===== src/rtl/ws2812_pkg.sv =====
// ws2812_pkg: FSM state codes, 16 MHz timing defaults and a ns-to-cycles helper for the WS2812 receiver
package ws2812_pkg;
    localparam int PIX_W  = 24;
    localparam int CLK_HZ = 16_000_000;

    localparam logic [1:0] S_SYNC = 2'd0;
    localparam logic [1:0] S_IDLE = 2'd1;
    localparam logic [1:0] S_HIGH = 2'd2;
    localparam logic [1:0] S_LOW  = 2'd3;

    function automatic int ns_to_cyc(input int ns);
        return int'((longint'(ns) * longint'(CLK_HZ) + 64'sd500_000_000) / 64'sd1_000_000_000);
    endfunction

    localparam int DEF_THRESH_CYC   = ns_to_cyc(625);
    localparam int DEF_LATCH_CYC    = ns_to_cyc(50_000);
    localparam int DEF_MIN_HIGH_CYC = 2;
    localparam int DEF_MAX_HIGH_CYC = 40;
endpackage


===== src/rtl/sync_edge.sv =====
// sync_edge: two-flop synchronizer for an async pin with registered level and edge pulses
module sync_edge (
    input  logic CLK,
    input  logic RST,
    input  logic din,
    output logic lvl,
    output logic rise,
    output logic fall
);
    logic [1:0] meta;

    // lvl, rise and fall all describe the same synchronized sample, so they line up in time
    always_ff @(posedge CLK or posedge RST)
        if (RST) begin
            {meta, lvl, rise, fall} <= '0;
        end else begin
            meta <= {meta[0], din};
            lvl  <= meta[1];
            rise <= meta[1] & ~lvl;
            fall <= ~meta[1] & lvl;
        end
endmodule


===== src/rtl/ws2812_rx.sv =====
// ws2812_rx: decodes a WS2812 NRZ stream into 24-bit GRB pixels with index, frame and error pulses
module ws2812_rx
    import ws2812_pkg::*;
#(
    parameter int THRESH_CYC   = DEF_THRESH_CYC,
    parameter int MIN_HIGH_CYC = DEF_MIN_HIGH_CYC,
    parameter int MAX_HIGH_CYC = DEF_MAX_HIGH_CYC,
    parameter int LATCH_CYC    = DEF_LATCH_CYC,
    parameter int IDX_W        = 8
) (
    input  logic             CLK,
    input  logic             RST,
    input  logic             DIN,
    output logic [PIX_W-1:0] PIX_DATA,
    output logic             PIX_VALID,
    output logic [IDX_W-1:0] PIX_IDX,
    output logic             FRAME_END,
    output logic             ERR,
    output logic             BUSY
);
    localparam int CW = $clog2(LATCH_CYC + 1);
    localparam logic [CW-1:0] THR    = CW'(THRESH_CYC);
    localparam logic [CW-1:0] MINH   = CW'(MIN_HIGH_CYC);
    localparam logic [CW-1:0] MAXH   = CW'(MAX_HIGH_CYC);
    localparam logic [CW-1:0] LAT_M1 = CW'(LATCH_CYC - 1);
    localparam logic [CW-1:0] ONE    = CW'(1);

    logic             lvl, rise, fall;
    logic [1:0]       state;
    logic [CW-1:0]    hcnt, lcnt;
    logic [PIX_W-1:0] shreg, nxt_sh;
    logic [4:0]       bitcnt;
    logic [IDX_W-1:0] idx;
    logic             took;

    sync_edge u_sync (
        .CLK (CLK),
        .RST (RST),
        .din (DIN),
        .lvl (lvl),
        .rise(rise),
        .fall(fall)
    );

    // hcnt equals the high length in cycles when the falling edge arrives; MSB arrives first
    always_comb nxt_sh = {shreg[PIX_W-2:0], hcnt >= THR};

    // pulse-width FSM: decode bits, assemble pixels, detect latch and protocol errors
    always_ff @(posedge CLK or posedge RST)
        if (RST) begin
            state     <= S_SYNC;
            hcnt      <= '0;
            lcnt      <= '0;
            shreg     <= '0;
            bitcnt    <= '0;
            idx       <= '0;
            took      <= 1'b0;
            PIX_DATA  <= '0;
            PIX_VALID <= 1'b0;
            PIX_IDX   <= '0;
            FRAME_END <= 1'b0;
            ERR       <= 1'b0;
            BUSY      <= 1'b0;
        end else begin
            PIX_VALID <= 1'b0;
            FRAME_END <= 1'b0;
            ERR       <= 1'b0;
            case (state)
                S_SYNC:
                    if (lvl) lcnt <= '0;
                    else if (lcnt == LAT_M1) begin
                        state <= S_IDLE;
                        lcnt  <= '0;
                    end else lcnt <= lcnt + ONE;
                S_IDLE:
                    if (rise) begin
                        state <= S_HIGH;
                        hcnt  <= ONE;
                        BUSY  <= 1'b1;
                    end
                S_HIGH:
                    if (hcnt > MAXH) begin
                        ERR    <= 1'b1;
                        state  <= S_SYNC;
                        lcnt   <= '0;
                        bitcnt <= '0;
                        idx    <= '0;
                        took   <= 1'b0;
                        BUSY   <= 1'b0;
                    end else if (fall) begin
                        state <= S_LOW;
                        lcnt  <= ONE;
                        if (hcnt < MINH) ERR <= 1'b1;
                        else begin
                            shreg <= nxt_sh;
                            took  <= 1'b1;
                            if (bitcnt == 5'd23) begin
                                PIX_DATA  <= nxt_sh;
                                PIX_VALID <= 1'b1;
                                PIX_IDX   <= idx;
                                idx       <= idx + 1'b1;
                                bitcnt    <= '0;
                            end else bitcnt <= bitcnt + 5'd1;
                        end
                    end else hcnt <= hcnt + ONE;
                S_LOW:
                    if (rise) begin
                        state <= S_HIGH;
                        hcnt  <= ONE;
                        lcnt  <= '0;
                    end else if (lcnt == LAT_M1) begin
                        state     <= S_IDLE;
                        lcnt      <= '0;
                        FRAME_END <= took;
                        ERR       <= |bitcnt;
                        bitcnt    <= '0;
                        idx       <= '0;
                        took      <= 1'b0;
                        BUSY      <= 1'b0;
                    end else lcnt <= lcnt + ONE;
            endcase
        end
endmodule


===== config.mk =====
export PLATFORM = sky130hd
export DESIGN_NAME = ws2812_rx
export DESIGN_NICKNAME = d
export VERILOG_FILES = /design/src/rtl/ws2812_pkg.sv /design/src/rtl/sync_edge.sv /design/src/rtl/ws2812_rx.sv
export SDC_FILE = /design/constraint.sdc
export NUM_CORES = 1
export LEC_CHECK = 0
export ABC_CLOCK_PERIOD_IN_PS = 5400
export BUFFER_PORTS_ARGS = -buffer_cell sky130_fd_sc_hd__buf_2
export CAP_MARGIN = 20
export CORE_MARGIN = 5
export CORE_UTILIZATION = 64
export DETAILED_ROUTE_END_ITERATION = 10
export GPL_TIMING_DRIVEN = 0
export PLACE_DENSITY = 0.95
export SLEW_MARGIN = 30
export SYNTH_ARGS = -nofsm -noshare
export SYNTH_HDL_FRONTEND = slang
export SYNTH_HIERARCHICAL = 1
export SYNTH_SLANG_ARGS = --single-unit

===== constraint.sdc =====
create_clock -name CLK -period 5.4 [get_ports CLK]
set_input_delay 0.27 -clock CLK [delete_from_list [all_inputs] [get_ports CLK]]
set_output_delay 0.27 -clock CLK [all_outputs]
set_load 0.005 [all_outputs]

==> impl_metrics.env <==
export IMPL_setup_tns_ns=0
export IMPL_max_clock_freq_mhz=388
export IMPL_cts_sinks=100
export IMPL_gp_congestion=0.866
export IMPL_synth_distinct_cells=60
export IMPL_cp_slowest_cell="a21oi_1"
export IMPL_required_ns=5.66
export IMPL_tightest_slew_ns=0.749
export IMPL_setup_ws_ns=2.82
export IMPL_dieArea_sq_um=8990
export IMPL_start_kind="flip-flop"
export IMPL_cp_num_buf_inv=0
export IMPL_cts_tree="built"
export IMPL_p_leak_nw=2.54
export IMPL_cpLargestDelayFamily="compound AO/OA/AOI/OAI gates"
export IMPL_drc=0
export IMPL_finalMaxSlewViolations=0
export IMPL_crit_arrival_ns=2.84
export IMPL_utilization_pct=72.1
export IMPL_num_fill_cells=473
export IMPL_synth_top_area_share_pct=54.4
export IMPL_yosysWarningCount=6
export IMPL_coreArea_sq_um=7140
export IMPL_initial_core_util_pct=64.5
export IMPL_yosysTopAreaCell="dfrtp_1"
export IMPL_syn_to_final_growth_pct=11.8
export IMPL_grt_setup_unrepaired="false"
export IMPL_crit_type="reg -> reg"
export IMPL_wl_mm=9.94
export IMPL_vias_per_cell=6.13
export IMPL_setup_viol=0
export IMPL_grt_pass1_wl_mm=17.0
export IMPL_root_buffer="clkbuf_8"
export IMPL_status="completed"
export IMPL_post_route_min_period_ns=2.58
export IMPL_grt_pass1_vias=3341
export IMPL_cts_made_buffers=9
export IMPL_ios=39
export IMPL_synth_main_ff_cell="dfrtp_1"
export IMPL_wire_per_inst_um=18.7
export IMPL_worstSkewPairLatency_ns=0.37
export IMPL_fin_crit_sh_pct=47.8
export IMPL_hpwl_mm=6.54
export IMPL_antennaDiodeCount=0
export IMPL_grt_use_total_pct=24.5
export IMPL_ys_seq_elements=100
export IMPL_worst_path_largest_cell_delay_ns=0.63
export IMPL_gr_usage_met3_pct=4.78
export IMPL_post_cts_resized=0
export IMPL_endpoint_kind="flip-flop"
export IMPL_ant_nets=0
export IMPL_clkSlewWorstSetupHoldPaths_ns=0.10
export IMPL_die_x_um=94.8
export IMPL_drtIter0Drc=167
export IMPL_p_total_mw=1.22
export IMPL_synthCells=375
export IMPL_hold_buffers=2
export IMPL_synth_edf_count=0
export IMPL_fin_skew_ns=0.00920
export IMPL_power_density_nw_per_um2=238
export IMPL_port_buffers=38
export IMPL_met1_usage_pct=30.4
export IMPL_postCtsSetupBuffers=0
export IMPL_htreeDepth=3
export IMPL_syn_nets=389
export IMPL_grt_max_degree=73
export IMPL_syn_area_sq_um=4600
export IMPL_placed_cells=513
export IMPL_overflow=0
export IMPL_gr_usage_met2_pct=43.0
export IMPL_seq_area_frac_synth_pct=54.4
export IMPL_ys_top_cells_by_area="dfrtp_1, mux2_2, mux2_4"
export IMPL_num_vias=3253
export IMPL_hold_viol=0
export IMPL_layout_common_cells="dfrtp_1, buf_2, nor2_1, mux2_2, o21ai_0"
export IMPL_cap_violations=0
export IMPL_chipHeight_um=94.8
export IMPL_final_common_cell="dfrtp_1"
export IMPL_drive_gt1_share_pct=27.1
export IMPL_synth_avg_cell_area_sq_um=12.3
export IMPL_top_usage_layer="met2"
export IMPL_max_vdd_ir_drop_v=0.000120
export IMPL_nNetsFinal=441
export IMPL_path_max_fanout=8
export IMPL_cp_cell_sequence="nor4_2 -> o211ai_1 -> a21oi_1 -> o31ai_1 -> a22o_1"
export IMPL_maxSlewHeadroom_pct=49.8
export IMPL_min_delay_path_class="reg -> reg"
export IMPL_core_rowCount=31
export IMPL_antenna_found_initial=0
export IMPL_cts_max_path_buffers=2
export IMPL_pre_cts_ws_ns=2.87
export IMPL_ys_async_sr_fraction_pct=100
export IMPL_dr_pass1_iters=5
export IMPL_layout_cells_non_filler=531
==> path summary, 6_finish.rpt <==
check / endpoint / cells past startpoint / start / slack [ns]
max: idx[7] / 5 / hcnt[1] / 2.82
min: u_sync/meta[1] / 0 / u_sync/meta[0] / 0.35
max reg2reg: idx[7] / 5 / hcnt[1] / 2.82
min reg2reg: u_sync/meta[1] / 0 / u_sync/meta[0] / 0.35
max in group asynchronous: PIX_IDX[6] / 4 / RST / 4.42
min in group asynchronous: u_sync/meta[1] / 3 / RST / 0.37
==> area by class of cell <==
type / count / area, sq um / share of cell area (%)
Timing Repair Buffer: 41 / 238 / 4.62
Inverter: 14 / 57.6 / 1.12
Multi-Input combinational cell: 253 / 1990 / 38.6
Buffer: 8 / 58.8 / 1.14
Clock inverter: 6 / 50.0 / 0.973
Tap cell: 99 / 124 / 2.41
Sequential cell: 100 / 2500 / 48.6
Clock buffer: 10 / 128 / 2.48
==> synthesized netlist by cell type, types with 2 or more instances <==
| cell | n |
|---|---|
| o32ai_1 | 2 |
| nor3_1 | 6 |
| o21ai_0 | 23 |
| nor4_4 | 2 |
| ha_1 | 11 |
| inv_1 | 14 |
| o211ai_1 | 4 |
| mux2_4 | 17 |
| nor2b_1 | 12 |
| a31oi_1 | 4 |
| nand4_1 | 3 |
| o21ai_2 | 2 |
| o31ai_1 | 8 |
| buf_6 | 3 |
| dfrtp_1 | 100 |
| mux2_1 | 12 |
| or2_2 | 3 |
| clkbuf_1 | 2 |
| o21a_1 | 2 |
| nand3_1 | 11 |
| a22o_1 | 7 |
| nand2b_1 | 3 |
| mux2_2 | 25 |
| and3_1 | 3 |
| nand2_1 | 17 |
| nor2_1 | 25 |
| buf_2 | 2 |
| or3_1 | 4 |
| nor4_1 | 2 |
| o21ai_1 | 2 |
| xnor2_1 | 3 |
| and2_1 | 4 |
| a21oi_1 | 10 |
==> power breakdown <==
group | internal, mW | leakage (nW) | switching (mW)
logic | 0.00835 | 1.07 | 0.0199
registers | 0.752 | 1.39 | 0.00447
clock network | 0.173 | 0.0884 | 0.267
total | 0.933 | 2.54 | 0.291
==> cell families (layout without fill, tap and decap cells) <==
kind of cell / after synthesis / after routing / share of synthesized area, %
AND/OR/NAND/NOR: 106 / 106 / 13.3
flip-flops: 100 / 100 / 54.4
AO/OA/AOI/OAI: 78 / 78 / 11.5
multiplexers: 55 / 55 / 14.8
buffers and inverters: 22 / 79 / 2.42
adder cells (fa/ha/maj): 11 / 11 / 2.99
XOR/XNOR: 3 / 3 / 0.571
==> layer usage <==
metal  share of wire [%]  up-vias
met1                  41     1631
met4                 1.7        0
met5                   0        -
met2                  52      123
li1                    -     1481
met3                 5.2       18
==> per-stage QoR <==
stage / area (sq um) / hold WS, ns
after floorplan: 4600 / 0.0485
after global placement: 4920 / 0.174
after detailed placement: 4950 / 0.222
after CTS: 5150 / 0.353
after global routing: 5150 / 0.369
final: 5150 / 0.352
==> sequential cells by signal, summed over array words and instances, names as in the netlist, 2 cells and up <==
name / cells
PIX_DATA: 24
shreg: 23
hcnt: 10
lcnt: 10
PIX_IDX: 8
idx: 8
bitcnt: 5
state: 2
u_sync/meta: 2
Note: power is estimated with default switching activity, not from simulation.
